## src/rtl/keycode_pkg.sv

```systemverilog
// Shared types and constants for the USB keycode event controller.
// KEYCODE_RELEASE_EVENTS_EN adds the press/release flag to each queued event.
package keycode_pkg;

    localparam int         NUM_SLOTS    = 8;
    localparam logic [7:0] KEY_NONE     = 8'h00;
    localparam logic [7:0] KEY_ROLLOVER = 8'h01;

    typedef logic [NUM_SLOTS-1:0][7:0] kc_slots_t;

    typedef enum logic [1:0] {
        IDLE,
        SCAN_P,
        SCAN_R,
        COMMIT
    } kc_state_t;

`ifdef KEYCODE_RELEASE_EVENTS_EN
    typedef struct packed {
        logic [7:0] code;
        logic       press;
    } kc_event_t;
`else
    typedef struct packed {
        logic [7:0] code;
    } kc_event_t;
`endif

    // USB reports ErrorRollOver in every slot when too many keys are down.
    function automatic logic has_rollover(input kc_slots_t s);
        logic hit;
        hit = 1'b0;
        for (int i = 0; i < NUM_SLOTS; i++) begin
            if (s[i] == KEY_ROLLOVER) begin
                hit = 1'b1;
            end
        end
        return hit;
    endfunction

endpackage

```

## src/rtl/kc_event_fifo.sv

```systemverilog
// Synchronous show-ahead FIFO of key events; head is visible whenever valid_o is high.
// Entry layout follows kc_event_t (KEYCODE_RELEASE_EVENTS_EN widens it by the press bit).
module kc_event_fifo
    import keycode_pkg::*;
#(
    parameter int DEPTH = 8
) (
    input  logic      clk,
    input  logic      srst,
    input  logic      push_i,
    input  kc_event_t data_i,
    output logic      full_o,
    input  logic      pop_i,
    output logic      valid_o,
    output kc_event_t data_o
);

    localparam int AW = $clog2(DEPTH);

    kc_event_t       mem_q [DEPTH];
    logic [AW-1:0]   wr_ptr_q;
    logic [AW-1:0]   rd_ptr_q;
    logic [AW:0]     count_q;
    logic            do_push;
    logic            do_pop;

    assign full_o  = (count_q == (AW+1)'(DEPTH));
    assign valid_o = (count_q != '0);
    assign do_pop  = pop_i && valid_o;
    // A pop in the same cycle frees the slot, so a full FIFO can still accept.
    assign do_push = push_i && (!full_o || do_pop);

    always_ff @(posedge clk) begin
        if (srst) begin
            wr_ptr_q <= '0;
            rd_ptr_q <= '0;
            count_q  <= '0;
        end else begin
            if (do_push) begin
                wr_ptr_q <= wr_ptr_q + 1'b1;
            end
            if (do_pop) begin
                rd_ptr_q <= rd_ptr_q + 1'b1;
            end
            case ({do_push, do_pop})
                2'b10:   count_q <= count_q + 1'b1;
                2'b01:   count_q <= count_q - 1'b1;
                default: count_q <= count_q;
            endcase
        end
    end

    always_ff @(posedge clk) begin
        if (do_push) begin
            mem_q[wr_ptr_q] <= data_i;
        end
    end

    assign data_o = valid_o ? mem_q[rd_ptr_q] : '0;

endmodule

```

## src/rtl/keycode_event_ctrl.sv

```systemverilog
// Debounces the two keycode GPIO words and emits one queued event per changed key.
// Release events (SCAN_R) exist only when KEYCODE_RELEASE_EVENTS_EN is defined.
module keycode_event_ctrl
    import keycode_pkg::*;
#(
    parameter int STABLE_CYCLES = 1000,
    parameter int FIFO_DEPTH    = 8
) (
    input  logic        Clk,
    input  logic        reset,
    input  logic [31:0] keycode0,
    input  logic [31:0] keycode1,
    output logic        evt_valid,
    input  logic        evt_ready,
    output logic [7:0]  evt_code,
    output logic        evt_press,
    output logic [63:0] keys_held,
    output logic        busy
);

    localparam int            CW      = $clog2(STABLE_CYCLES);
    localparam logic [CW-1:0] CNT_MAX = CW'(STABLE_CYCLES - 1);
    localparam int            IW      = $clog2(NUM_SLOTS);
    localparam logic [IW-1:0] IDX_MAX = IW'(NUM_SLOTS - 1);

    kc_slots_t       sample;
    kc_slots_t       in_q;
    logic [CW-1:0]   cnt_q;
    kc_slots_t       snap_q, snap_d;
    kc_slots_t       held_q, held_d;
    kc_state_t       state_q, state_d;
    logic [IW-1:0]   idx_q, idx_d;

    kc_slots_t       src;
    kc_slots_t       other;
    logic [7:0]      cur_code;
    logic [NUM_SLOTS-1:0] other_hit;
    logic [NUM_SLOTS-1:0] prior_hit;
    logic            in_scan;
    logic            need_push;
    logic            fifo_full;
    logic            pop;
    logic            stall;
    kc_event_t       push_evt;
    kc_event_t       head_evt;

    assign sample = {keycode1, keycode0};

    always_ff @(posedge Clk) begin
        if (reset) begin
            in_q  <= '0;
            cnt_q <= '0;
        end else begin
            in_q <= sample;
            if (sample != in_q) begin
                cnt_q <= '0;
            end else if (cnt_q != CNT_MAX) begin
                cnt_q <= cnt_q + 1'b1;
            end
        end
    end

    // Press scan walks the new snapshot against the held set; release scan the reverse.
    assign in_scan  = (state_q == SCAN_P) || (state_q == SCAN_R);
    assign src      = (state_q == SCAN_R) ? held_q : snap_q;
    assign other    = (state_q == SCAN_R) ? snap_q : held_q;
    assign cur_code = src[idx_q];

    generate
        for (genvar gi = 0; gi < NUM_SLOTS; gi++) begin : g_match
            assign other_hit[gi] = (other[gi] == cur_code);
            assign prior_hit[gi] = (IW'(gi) < idx_q) && (src[gi] == cur_code);
        end
    endgenerate

    assign need_push = in_scan && (cur_code != KEY_NONE) && !(|other_hit) && !(|prior_hit);
    assign pop       = evt_valid && evt_ready;
    assign stall     = need_push && fifo_full && !pop;

    always_comb begin
        push_evt      = '0;
        push_evt.code = cur_code;
`ifdef KEYCODE_RELEASE_EVENTS_EN
        push_evt.press = (state_q == SCAN_P);
`endif
    end

    always_ff @(posedge Clk) begin
        if (reset) begin
            state_q <= IDLE;
            idx_q   <= '0;
            snap_q  <= '0;
            held_q  <= '0;
        end else begin
            state_q <= state_d;
            idx_q   <= idx_d;
            snap_q  <= snap_d;
            held_q  <= held_d;
        end
    end

    always_comb begin
        state_d = state_q;
        idx_d   = idx_q;
        snap_d  = snap_q;
        held_d  = held_q;
        case (state_q)
            IDLE: begin
                if ((cnt_q == CNT_MAX) && (in_q != held_q) && !has_rollover(in_q)) begin
                    snap_d  = in_q;
                    idx_d   = '0;
                    state_d = SCAN_P;
                end
            end
            SCAN_P: begin
                if (!stall) begin
                    if (idx_q == IDX_MAX) begin
                        idx_d = '0;
`ifdef KEYCODE_RELEASE_EVENTS_EN
                        state_d = SCAN_R;
`else
                        state_d = COMMIT;
`endif
                    end else begin
                        idx_d = idx_q + 1'b1;
                    end
                end
            end
`ifdef KEYCODE_RELEASE_EVENTS_EN
            SCAN_R: begin
                if (!stall) begin
                    if (idx_q == IDX_MAX) begin
                        idx_d   = '0;
                        state_d = COMMIT;
                    end else begin
                        idx_d = idx_q + 1'b1;
                    end
                end
            end
`endif
            COMMIT: begin
                held_d  = snap_q;
                state_d = IDLE;
            end
            default: begin
                state_d = IDLE;
            end
        endcase
    end

    kc_event_fifo #(
        .DEPTH(FIFO_DEPTH)
    ) u_fifo (
        .clk    (Clk),
        .srst   (reset),
        .push_i (need_push),
        .data_i (push_evt),
        .full_o (fifo_full),
        .pop_i  (evt_ready),
        .valid_o(evt_valid),
        .data_o (head_evt)
    );

    assign evt_code = head_evt.code;
`ifdef KEYCODE_RELEASE_EVENTS_EN
    assign evt_press = head_evt.press;
`else
    assign evt_press = 1'b1;
`endif

    assign keys_held = held_q;
    assign busy      = (state_q != IDLE);

endmodule

```

## config.mk

```make
export PLATFORM = sky130hd
export DESIGN_NAME = keycode_event_ctrl
export DESIGN_NICKNAME = d
export VERILOG_FILES = /design/src/rtl/keycode_pkg.sv /design/src/rtl/kc_event_fifo.sv /design/src/rtl/keycode_event_ctrl.sv
export SDC_FILE = /design/constraint.sdc
export NUM_CORES = 1
export LEC_CHECK = 0
export BUFFER_PORTS_ARGS = -buffer_cell sky130_fd_sc_hd__buf_2
export CAP_MARGIN = 20
export CORE_MARGIN = 2
export CORE_UTILIZATION = 30
export DETAILED_ROUTE_END_ITERATION = 12
export PLACE_DENSITY = 0.56
export SYNTH_ARGS = -nofsm -noshare
export SYNTH_HDL_FRONTEND = slang
export SYNTH_SLANG_ARGS = --single-unit
export TNS_END_PERCENT = 5
```

## constraint.sdc

```tcl
create_clock -name Clk -period 7.3 [get_ports Clk]
set_input_delay 0.73 -clock Clk [delete_from_list [all_inputs] [get_ports Clk]]
set_output_delay 0.73 -clock Clk [all_outputs]
set_load 0.05 [all_outputs]
```

==> flow_metrics.env, run 1 <==
export IMPL_run_status="completed"
export IMPL_dr_wl_met2_mm=25.7
export IMPL_yosys_most_used_dff="sky130_fd_sc_hd__dfxtp_1"
export IMPL_aggregate_negative_setup_slack_ns=0
export IMPL_total_grt_overflow=0
export IMPL_number_of_search_and_repair_iterations_in_the_first_detailed_routing_pass=6
export IMPL_share_of_the_synthesized_area_in_the_top_cell_type_pct=28.3
export IMPL_critical_path_required_ns=7.78
export IMPL_clock_sink_count=284
export IMPL_via_per_inst=5.32
export IMPL_maxSlewHeadroom_pct=25.7
export IMPL_timing_hold_worst_start="keycode0[25]"
export IMPL_top_layer_used="met4"
export IMPL_ctsResizeCount=0
export IMPL_initialDrtViolationCount=1253
export IMPL_yosysWarningCount=0
export IMPL_floorplan_die_height_um=232
export IMPL_tritoncts="yes"
export IMPL_timing_final_hold_violations=0
export IMPL_tritoncts_num_buffers=31
export IMPL_synth_async_reset_ratio_pct=0
export IMPL_overall_die_width_um=232
export IMPL_final_min_period_over_clock_period_pct=91.7
export IMPL_grt_pass1_vias=12300
export IMPL_layout_nets=1761
export IMPL_final_max_slew_viol_count=0
export IMPL_drv_max_cap_violation_count=0
export IMPL_power_mw=3.55
export IMPL_ys_top_cells_by_count="sky130_fd_sc_hd__mux2i_1 (239), sky130_fd_sc_hd__dfxtp_1 (220), sky130_fd_sc_hd__nor2_1 (198), sky130_fd_sc_hd__xor2_1 (99), sky130_fd_sc_hd__xnor2_1 (85)"
export IMPL_critPathCapture="u_fifo.count_q[3]"
export IMPL_drc_errors=0
export IMPL_gp_congestion=0.947
export IMPL_antenna_found_initial=1
export IMPL_postCtsSetupBuffers=0
export IMPL_grt_usage_pct=20.7
export IMPL_synth_nets=1651
export IMPL_grt_max_degree=83
export IMPL_nFillCells=5263
export IMPL_synth_top_cell_by_area="sky130_fd_sc_hd__dfxtp_1"
export IMPL_dp_hpwl_mm=43.7
export IMPL_fin_hold_ws_ns=0.367
export IMPL_timing_hold_worst_class="primary input to register"
export IMPL_route_antenna_remaining_nets=0
export IMPL_final_period_minus_worst_setup_slack_ns=6.69
export IMPL_tightest_slew_ns=1.11
export IMPL_n_antenna_cell=0
export IMPL_fp_coreArea_sq_mm=0.0513
export IMPL_total_number_of_vias=12700
export IMPL_hold_path_cell_count=2
export IMPL_clk_pin_slew_ns=0.07
export IMPL_reg2reg_to="u_fifo.count_q[3]"
export IMPL_final_seq_area_sq_mm=0.00633
export IMPL_route_layer_met1_wl_mm=25.2
export IMPL_launch_instance_of_the_worst_register_to_register_path="state_q[0]"
export IMPL_post_route_cells_drive_above_1_share_pct=16.4
export IMPL_synth_seq_area_share_pct=40.6
export IMPL_finalSetupViolations=0
export IMPL_cp_max_fo=57
export IMPL_rr_worst_depth=21
export IMPL_totalWireLength_mm=57.0
export IMPL_cts_root_buffer="sky130_fd_sc_hd__clkbuf_16"
export IMPL_power_per_cell_area_mw_per_mm2=197
export IMPL_met3WireLength_mm=3.55
export IMPL_fin_worst_skew_ns=0.0126
export IMPL_synth_seq_cells=284
export IMPL_rows=83
export IMPL_cts_hold_fix_buffers=0
export IMPL_initial_core_util_pct=30.3
export IMPL_fp_dieArea_sq_mm=0.0537
export IMPL_critPathKind="register to register"
export IMPL_multi_input_comb_area_sq_mm=0.00865
export IMPL_max_freq_mhz=149
export IMPL_clock_path_buffers=3
export IMPL_io_pins=142
export IMPL_rsz0062_at_grt="no"
export IMPL_cellLeakagePower_nw=7.05
export IMPL_mean_post_synth_cell_area_sq_um=9.90
export IMPL_layout_core_utilization_pct=35.1
export IMPL_cp_end_kind="register"
export IMPL_rrSetupSlack_ns=0.61
export IMPL_cts_htree_levels=1
export IMPL_global_route_wire_length_before_repair_mm=82.7
export IMPL_post_syn_instances=1572
export IMPL_synth_distinct_cells=72
export IMPL_critPathLaunchType="register"
export IMPL_io_buffers=140
export IMPL_critical_path_startpoint="state_q[0]"
export IMPL_synthTopCellsByArea="sky130_fd_sc_hd__dfxtp_1 (28%), sky130_fd_sc_hd__mux2i_1 (15%), sky130_fd_sc_hd__edfxtp_1 (12%), sky130_fd_sc_hd__xor2_1 (5.6%), sky130_fd_sc_hd__xnor2_1 (4.8%)"
export IMPL_synth_edf_count=64
export IMPL_synthMostInstantiatedCell="sky130_fd_sc_hd__mux2i_1"
export IMPL_synth_area_sq_mm=0.0156
export IMPL_worstSkewPairLatency_ns=0.60
export IMPL_detail_route_wl_per_cell_um=23.9
export IMPL_flow_area_growth_from_synthesis_pct=15.8
export IMPL_vdd_ir_drop_max_mv=0.230
export IMPL_arrival_ns=7.17
-- worst max-delay path, cell delays in order, from the launching register on --
cell and delay [ns]:
sky130_fd_sc_hd__dfxtp_1 0.36, sky130_fd_sc_hd__inv_1 0.14, sky130_fd_sc_hd__ha_4 0.76, sky130_fd_sc_hd__buf_4 0.43, sky130_fd_sc_hd__mux2i_1 0.27, sky130_fd_sc_hd__nand2_1 0.16
sky130_fd_sc_hd__nand4_1 0.44, sky130_fd_sc_hd__nor2_1 1.01, sky130_fd_sc_hd__xnor2_1 0.22, sky130_fd_sc_hd__nor4_1 0.09, sky130_fd_sc_hd__a211oi_1 0.29, sky130_fd_sc_hd__nand4_1 0.30
sky130_fd_sc_hd__or2_1 0.44, sky130_fd_sc_hd__nand2_1 0.15, sky130_fd_sc_hd__inv_1 0.07, sky130_fd_sc_hd__ha_1 0.27, sky130_fd_sc_hd__a21o_1 0.11, sky130_fd_sc_hd__a21oi_1 0.08
sky130_fd_sc_hd__or3_1 0.31, sky130_fd_sc_hd__nor3_1 0.21, sky130_fd_sc_hd__a31oi_2 0.07, sky130_fd_sc_hd__mux2_1 0.33
-- metrics by stage --
step	cells	worst slack (ns)	instance area [sq um]
global placement	2328	0.803	16900
global route	2387	0.333	18000
detailed placement	2329	0.808	16900
floorplan	1572	2.53	15600
CTS	2387	0.744	18000
finish	2387	0.607	18000
-- cell type report --
cell class	count	area share (%)
Clock buffer	36	4.63
Multi-Input combinational cell	1167	48.0
Timing Repair Buffer	170	5.28
Inverter	28	0.583
Clock inverter	22	1.71
Sequential cell	284	35.1
Tap cell	680	4.72
-- flip-flops by register name (all words and copies together), names as in the netlist, named ones only --
register	cells
cnt_q	10
idx_q	3
in_q	64
keys_held	64
snap_q	64
state_q	2
u_fifo.count_q	4
u_fifo.mem_q	64
u_fifo.rd_ptr_q	3
u_fifo.wr_ptr_q	3
-- layer usage --
metal	vias up	track usage (%)
met1	6232	28.2
met3	103	2.95
met2	525	33.0
met5	-	0
li1	5850	-
met4	0	8.33
-- how the worst min path moves through the flow --
stage	to	slack (ns)
6_report	in_q[25]	0.37
5_1_grt	in_q[13]	0.35
4_1_cts	in_q[1]	0.35
3_5_place_dp	register	0.50
3_3_place_gp	u_fifo.rd_ptr_q[1]	0.48
2_1_floorplan	register	0.45
-- logic make-up (layout without fill, tap and decap cells) --
logic type      count (synthesis)  in the layout  synth area share [%]
mux                           275            275                  19.2
xor+xnor                      184            184                  10.4
simple gates                  550            550                  18.7
fa+ha+maj                      12             12                  1.01
compound gates                145            145                  6.05
flops                         284            284                  40.6
other cells                     1              1                0.0241
buf+inv                       121            256                  4.02
-- placed cells by master, fill, tap and decap left out, types with 36 or more instances in the layout --
cell type	Yosys	routed
sky130_fd_sc_hd__xnor2_1	85	85
sky130_fd_sc_hd__xor2_1	99	99
sky130_fd_sc_hd__mux2i_1	239	239
sky130_fd_sc_hd__nand2_1	42	41
sky130_fd_sc_hd__buf_2	13	139
sky130_fd_sc_hd__a21oi_1	49	49
sky130_fd_sc_hd__dfxtp_1	220	220
sky130_fd_sc_hd__nand3_1	36	36
sky130_fd_sc_hd__nor2b_1	60	60
sky130_fd_sc_hd__edfxtp_1	64	64
sky130_fd_sc_hd__nor2_1	198	198
sky130_fd_sc_hd__nor4_1	51	51
-- power by group --
| part | internal, mW | leakage, nW | switching [mW] |
|---|---|---|---|
| Combinational | 0.0622 | 4.12 | 0.0880 |
| Clock | 1.04 | 0.555 | 0.703 |
| Sequential | 1.62 | 2.38 | 0.0385 |
| Total | 2.72 | 7.05 | 0.830 |
(Power assumes the default switching activity.)
==> inputs of run 2 (changes only) <==
Settings changed: ABC_AREA from default to 1.
==> run 2 against run 1 <==
  * Flip-flop and latch count unchanged
  * Sequential power about the same
  * Design area up 5.5%
  * Via count up 33%
  * Critical endpoint is now u_fifo.mem_q[4][6]
  * Final cell count up 40%
  * Largest cell class unchanged
  * Power up 9.5%
==> flow_metrics.env, run 2 <==
export IMPL_sequentialPowerShare_pct=43.5
export IMPL_post_route_cells_drive_above_1_share_pct=9.85
export IMPL_synthMostInstantiatedCell="sky130_fd_sc_hd__nand2_1"
export IMPL_cts_hold_fix_buffers=0
export IMPL_initialDrtViolationCount=1611
export IMPL_tritoncts="yes"
export IMPL_synth_top_cell_by_area="sky130_fd_sc_hd__dfxtp_1"
export IMPL_io_buffers=140
export IMPL_tightest_slew_ns=1.09
export IMPL_via_per_inst=5.06
export IMPL_pwr_share_comb_pct=14.0
export IMPL_postCtsSetupBuffers=0
export IMPL_crit_family="simple AND/OR/NAND/NOR gates"
export IMPL_synth_seq_area_share_pct=38.0
export IMPL_rsz0062_at_grt="no"
export IMPL_timing_hold_worst_class="primary input to register"
export IMPL_cp_end_kind="register"
export IMPL_synth_seq_cells=284
export IMPL_synth_edf_count=64
export IMPL_post_synth_mux_area_share_pct=0
export IMPL_post_syn_instances=2486
export IMPL_crit_chain="inv_1 -> ha_4 -> buf_4 -> o21ai_0 -> nor2_1 -> nor2_2 -> nand3_2 -> inv_1 -> nand2_1 -> nand3_1 -> nor2_1 -> nand3_1 -> nand2_1 -> nor2_1 -> nand2_1 -> nor2_4 -> nand2_2 -> or2_4 -> nor2_1"
export IMPL_tritoncts_num_buffers=31
export IMPL_critPathKind="register to register"
export IMPL_synth_adder_area_share_pct=0.946
export IMPL_detail_route_wl_per_cell_um=20.2
export IMPL_timing_hold_worst_start="keycode1[22]"
export IMPL_worst_min_delay_path_endpoint="in_q[54]"
export IMPL_ys_top_cells_by_count="sky130_fd_sc_hd__nand2_1 (611), sky130_fd_sc_hd__inv_1 (365), sky130_fd_sc_hd__o21ai_0 (268), sky130_fd_sc_hd__nor2_1 (233), sky130_fd_sc_hd__dfxtp_1 (220)"
export IMPL_post_synth_and_or_nand_nor_area_fraction_pct=28.7
export IMPL_io_pins=142
export IMPL_clock_power_share_pct=42.4
export IMPL_gp_congestion=0.960
export IMPL_max_freq_mhz=174
export IMPL_power_per_cell_area_mw_per_mm2=204
export IMPL_sw_frac_of_total_pct=28.7
export IMPL_critical_path_required_ns=7.52
export IMPL_timing_final_hold_violations=0
export IMPL_finalInstanceArea_sq_mm=0.0190
export IMPL_slowest_cell_on_crit_path="sky130_fd_sc_hd__o21ai_0"
export IMPL_nFillCells=5995
export IMPL_synthXorXnorAreaFrac_pct=4.36
export IMPL_p_int_mw=2.77
export IMPL_n_antenna_cell=0
export IMPL_final_max_slew_viol_count=0
export IMPL_synth_nets=2565
export IMPL_clock_path_buffers=3
export IMPL_antenna_found_initial=1
export IMPL_cts_root_buffer="sky130_fd_sc_hd__clkbuf_16"
export IMPL_aggregate_negative_setup_slack_ns=0
export IMPL_hold_path_cell_count=3
export IMPL_critPathLaunchType="register"
export IMPL_launch_instance_of_the_worst_register_to_register_path="state_q[0]"
export IMPL_yosysWarningCount=0
export IMPL_synth_area_sq_mm=0.0167
export IMPL_grt_max_degree=129
export IMPL_run_status="completed"
export IMPL_layout_cells_most_common="sky130_fd_sc_hd__nand2_1"
export IMPL_grt_pass1_vias=15800
export IMPL_maxSlewHeadroom_pct=27.3
export IMPL_cp_most_frequent_cell="sky130_fd_sc_hd__nor2_1"
export IMPL_layout_nets=2646
export IMPL_worst_slack_ns=1.57
export IMPL_drc_errors=0
export IMPL_worstSkewPairLatency_ns=0.59
export IMPL_flow_area_growth_from_synthesis_pct=14.2
export IMPL_vdd_ir_drop_max_mv=0.145
export IMPL_fin_hold_ws_ns=0.368
export IMPL_synthTopCellsByArea="sky130_fd_sc_hd__dfxtp_1 (26%), sky130_fd_sc_hd__nand2_1 (14%), sky130_fd_sc_hd__edfxtp_1 (12%), sky130_fd_sc_hd__inv_1 (8.2%), sky130_fd_sc_hd__o21ai_0 (8.0%)"
export IMPL_placed_cells=3282
export IMPL_netSwitchingPower_mw=1.11
export IMPL_rr_worst_depth=19
export IMPL_grt_usage_pct=23.1
export IMPL_postPlaceCellArea_sq_mm=0.0180
export IMPL_initial_core_util_pct=30.3
export IMPL_number_of_search_and_repair_iterations_in_the_first_detailed_routing_pass=7
export IMPL_pre_cts_slack_ns=1.60
export IMPL_yosys_most_used_dff="sky130_fd_sc_hd__dfxtp_1"
export IMPL_wp_buf_inv=3
export IMPL_mean_post_synth_cell_area_sq_um=6.70
export IMPL_critical_path_max_stage_delay_ns=0.70
export IMPL_cell_count_final_fillers_out=3336
export IMPL_fp_dieArea_sq_mm=0.0575
export IMPL_arrival_ns=5.95
export IMPL_power_mw=3.89
export IMPL_ctsResizeCount=0
export IMPL_finalSetupViolations=0
export IMPL_rows=86
export IMPL_synth_async_reset_ratio_pct=0
export IMPL_share_of_the_synthesized_area_in_the_top_cell_type_pct=26.4
export IMPL_fp_coreArea_sq_mm=0.0550
export IMPL_final_min_period_over_clock_period_pct=78.6
export IMPL_totalWireLength_mm=67.4
export IMPL_rrSetupSlack_ns=1.57
export IMPL_synth_distinct_cells=52
export IMPL_dp_hpwl_mm=52.5
export IMPL_reg2reg_to="u_fifo.mem_q[4][6]"
export IMPL_cellLeakagePower_nw=8.47
export IMPL_final_cell_mix="sky130_fd_sc_hd__nand2_1 (611), sky130_fd_sc_hd__inv_1 (364), sky130_fd_sc_hd__o21ai_0 (268), sky130_fd_sc_hd__nor2_1 (233), sky130_fd_sc_hd__dfxtp_1 (220)"
export IMPL_global_route_wire_length_before_repair_mm=100
export IMPL_dominant_combinational_cell_family_by_area_after_synthesis="simple AND/OR/NAND/NOR gates"
export IMPL_overall_die_width_um=240
export IMPL_total_grt_overflow=0
export IMPL_layout_core_utilization_pct=34.6
export IMPL_route_antenna_remaining_nets=0
export IMPL_cp_max_fo=49
export IMPL_drv_max_cap_violation_count=0
export IMPL_clock_sink_count=284
export IMPL_clk_pin_slew_ns=0.06
export IMPL_floorplan_die_height_um=240
export IMPL_fin_worst_skew_ns=0.0187
export IMPL_total_number_of_vias=16900
export IMPL_final_period_minus_worst_setup_slack_ns=5.73
export IMPL_cts_htree_levels=1
export IMPL_synth_compound_area_share_pct=16.3
-- run 2: cell count changes in the layout (fill, tap and decap cells not counted), moves of 42 or more --
cell                      previous run  this run
sky130_fd_sc_hd__inv_1              28       364
sky130_fd_sc_hd__mux2i_1           239         0
sky130_fd_sc_hd__nand2_1            41       611
sky130_fd_sc_hd__nor2b_1            60         0
sky130_fd_sc_hd__nand3_1            36       103
sky130_fd_sc_hd__xnor2_1            85        13
sky130_fd_sc_hd__o21ai_0            27       268
sky130_fd_sc_hd__nand4_1            31        73
sky130_fd_sc_hd__a21oi_1            49       152
-- run 2: cell type report --
| class | instances | area, sq um | area share [%] |
|---|---|---|---|
| multi-input combinational | 1715 | 8410 | 44.2 |
| sequential | 284 | 6330 | 33.3 |
| timing repair buffer | 164 | 906 | 4.76 |
| clock buffer | 40 | 840 | 4.41 |
| tap | 748 | 936 | 4.92 |
| inverter | 371 | 1390 | 7.33 |
| clock inverter | 14 | 215 | 1.13 |
-- run 2: power by group through the flow --
| stage | Sequential [mW] | Clock (mW) | Combinational [mW] |
|---|---|---|---|
| floorplan | 1.70 | 0 | 0.392 |
| global placement | 1.73 | 0 | 0.545 |
| detailed placement | 1.73 | 0 | 0.550 |
| CTS | 1.69 | 1.68 | 0.551 |
| global route | 1.70 | 1.74 | 0.603 |
| finish | 1.69 | 1.65 | 0.546 |
-- run 2: worst register-to-register path: stages (launching register included) --
cell	delay, ns
sky130_fd_sc_hd__dfxtp_1	0.42
sky130_fd_sc_hd__inv_1	0.13
sky130_fd_sc_hd__ha_4	0.32
sky130_fd_sc_hd__buf_4	0.34
sky130_fd_sc_hd__o21ai_0	0.71
sky130_fd_sc_hd__nor2_1	0.12
sky130_fd_sc_hd__nor2_2	0.58
sky130_fd_sc_hd__nand3_2	0.56
sky130_fd_sc_hd__inv_1	0.50
sky130_fd_sc_hd__nand2_1	0.14
sky130_fd_sc_hd__nand3_1	0.11
sky130_fd_sc_hd__nor2_1	0.05
sky130_fd_sc_hd__nand3_1	0.08
sky130_fd_sc_hd__nand2_1	0.06
sky130_fd_sc_hd__nor2_1	0.11
sky130_fd_sc_hd__nand2_1	0.10
sky130_fd_sc_hd__nor2_4	0.16
sky130_fd_sc_hd__nand2_2	0.10
sky130_fd_sc_hd__or2_4	0.27
sky130_fd_sc_hd__nor2_1	0.53
-- run 2: worst max path at each step --
| stage | from | endpoint | slack [ns] | cells past startpoint |
|---|---|---|---|---|
| 2_1_floorplan | state_q[0] | u_fifo.count_q[3] | 3.79 | 26 |
| 3_3_place_gp | state_q[0] | u_fifo.mem_q[6][1] | 1.77 | 19 |
| 3_5_place_dp | state_q[0] | u_fifo.mem_q[6][7] | 1.60 | 19 |
| 4_1_cts | state_q[0] | u_fifo.mem_q[6][2] | 1.59 | 19 |
| 5_1_grt | state_q[0] | u_fifo.count_q[3] | 1.11 | 24 |
| 6_report | state_q[0] | u_fifo.mem_q[4][6] | 1.57 | 19 |
-- run 2: cells by family (layout without fill, tap and decap cells) --
family,Yosys count,in the layout
fa+ha+maj,12,12
simple gates,1114,1114
buf+inv,487,589
flops,284,284
xor+xnor,83,83
other cells,1,1
compound gates,505,505
-- run 2: routing by layer --
| metal | track usage [%] | share of wire (%) |
|---|---|---|
| met1 | 30.1 | 43 |
| met4 | 9.89 | 4.7 |
| met2 | 38.6 | 47 |
| met3 | 2.43 | 5.5 |
| met5 | 0 | 0 |
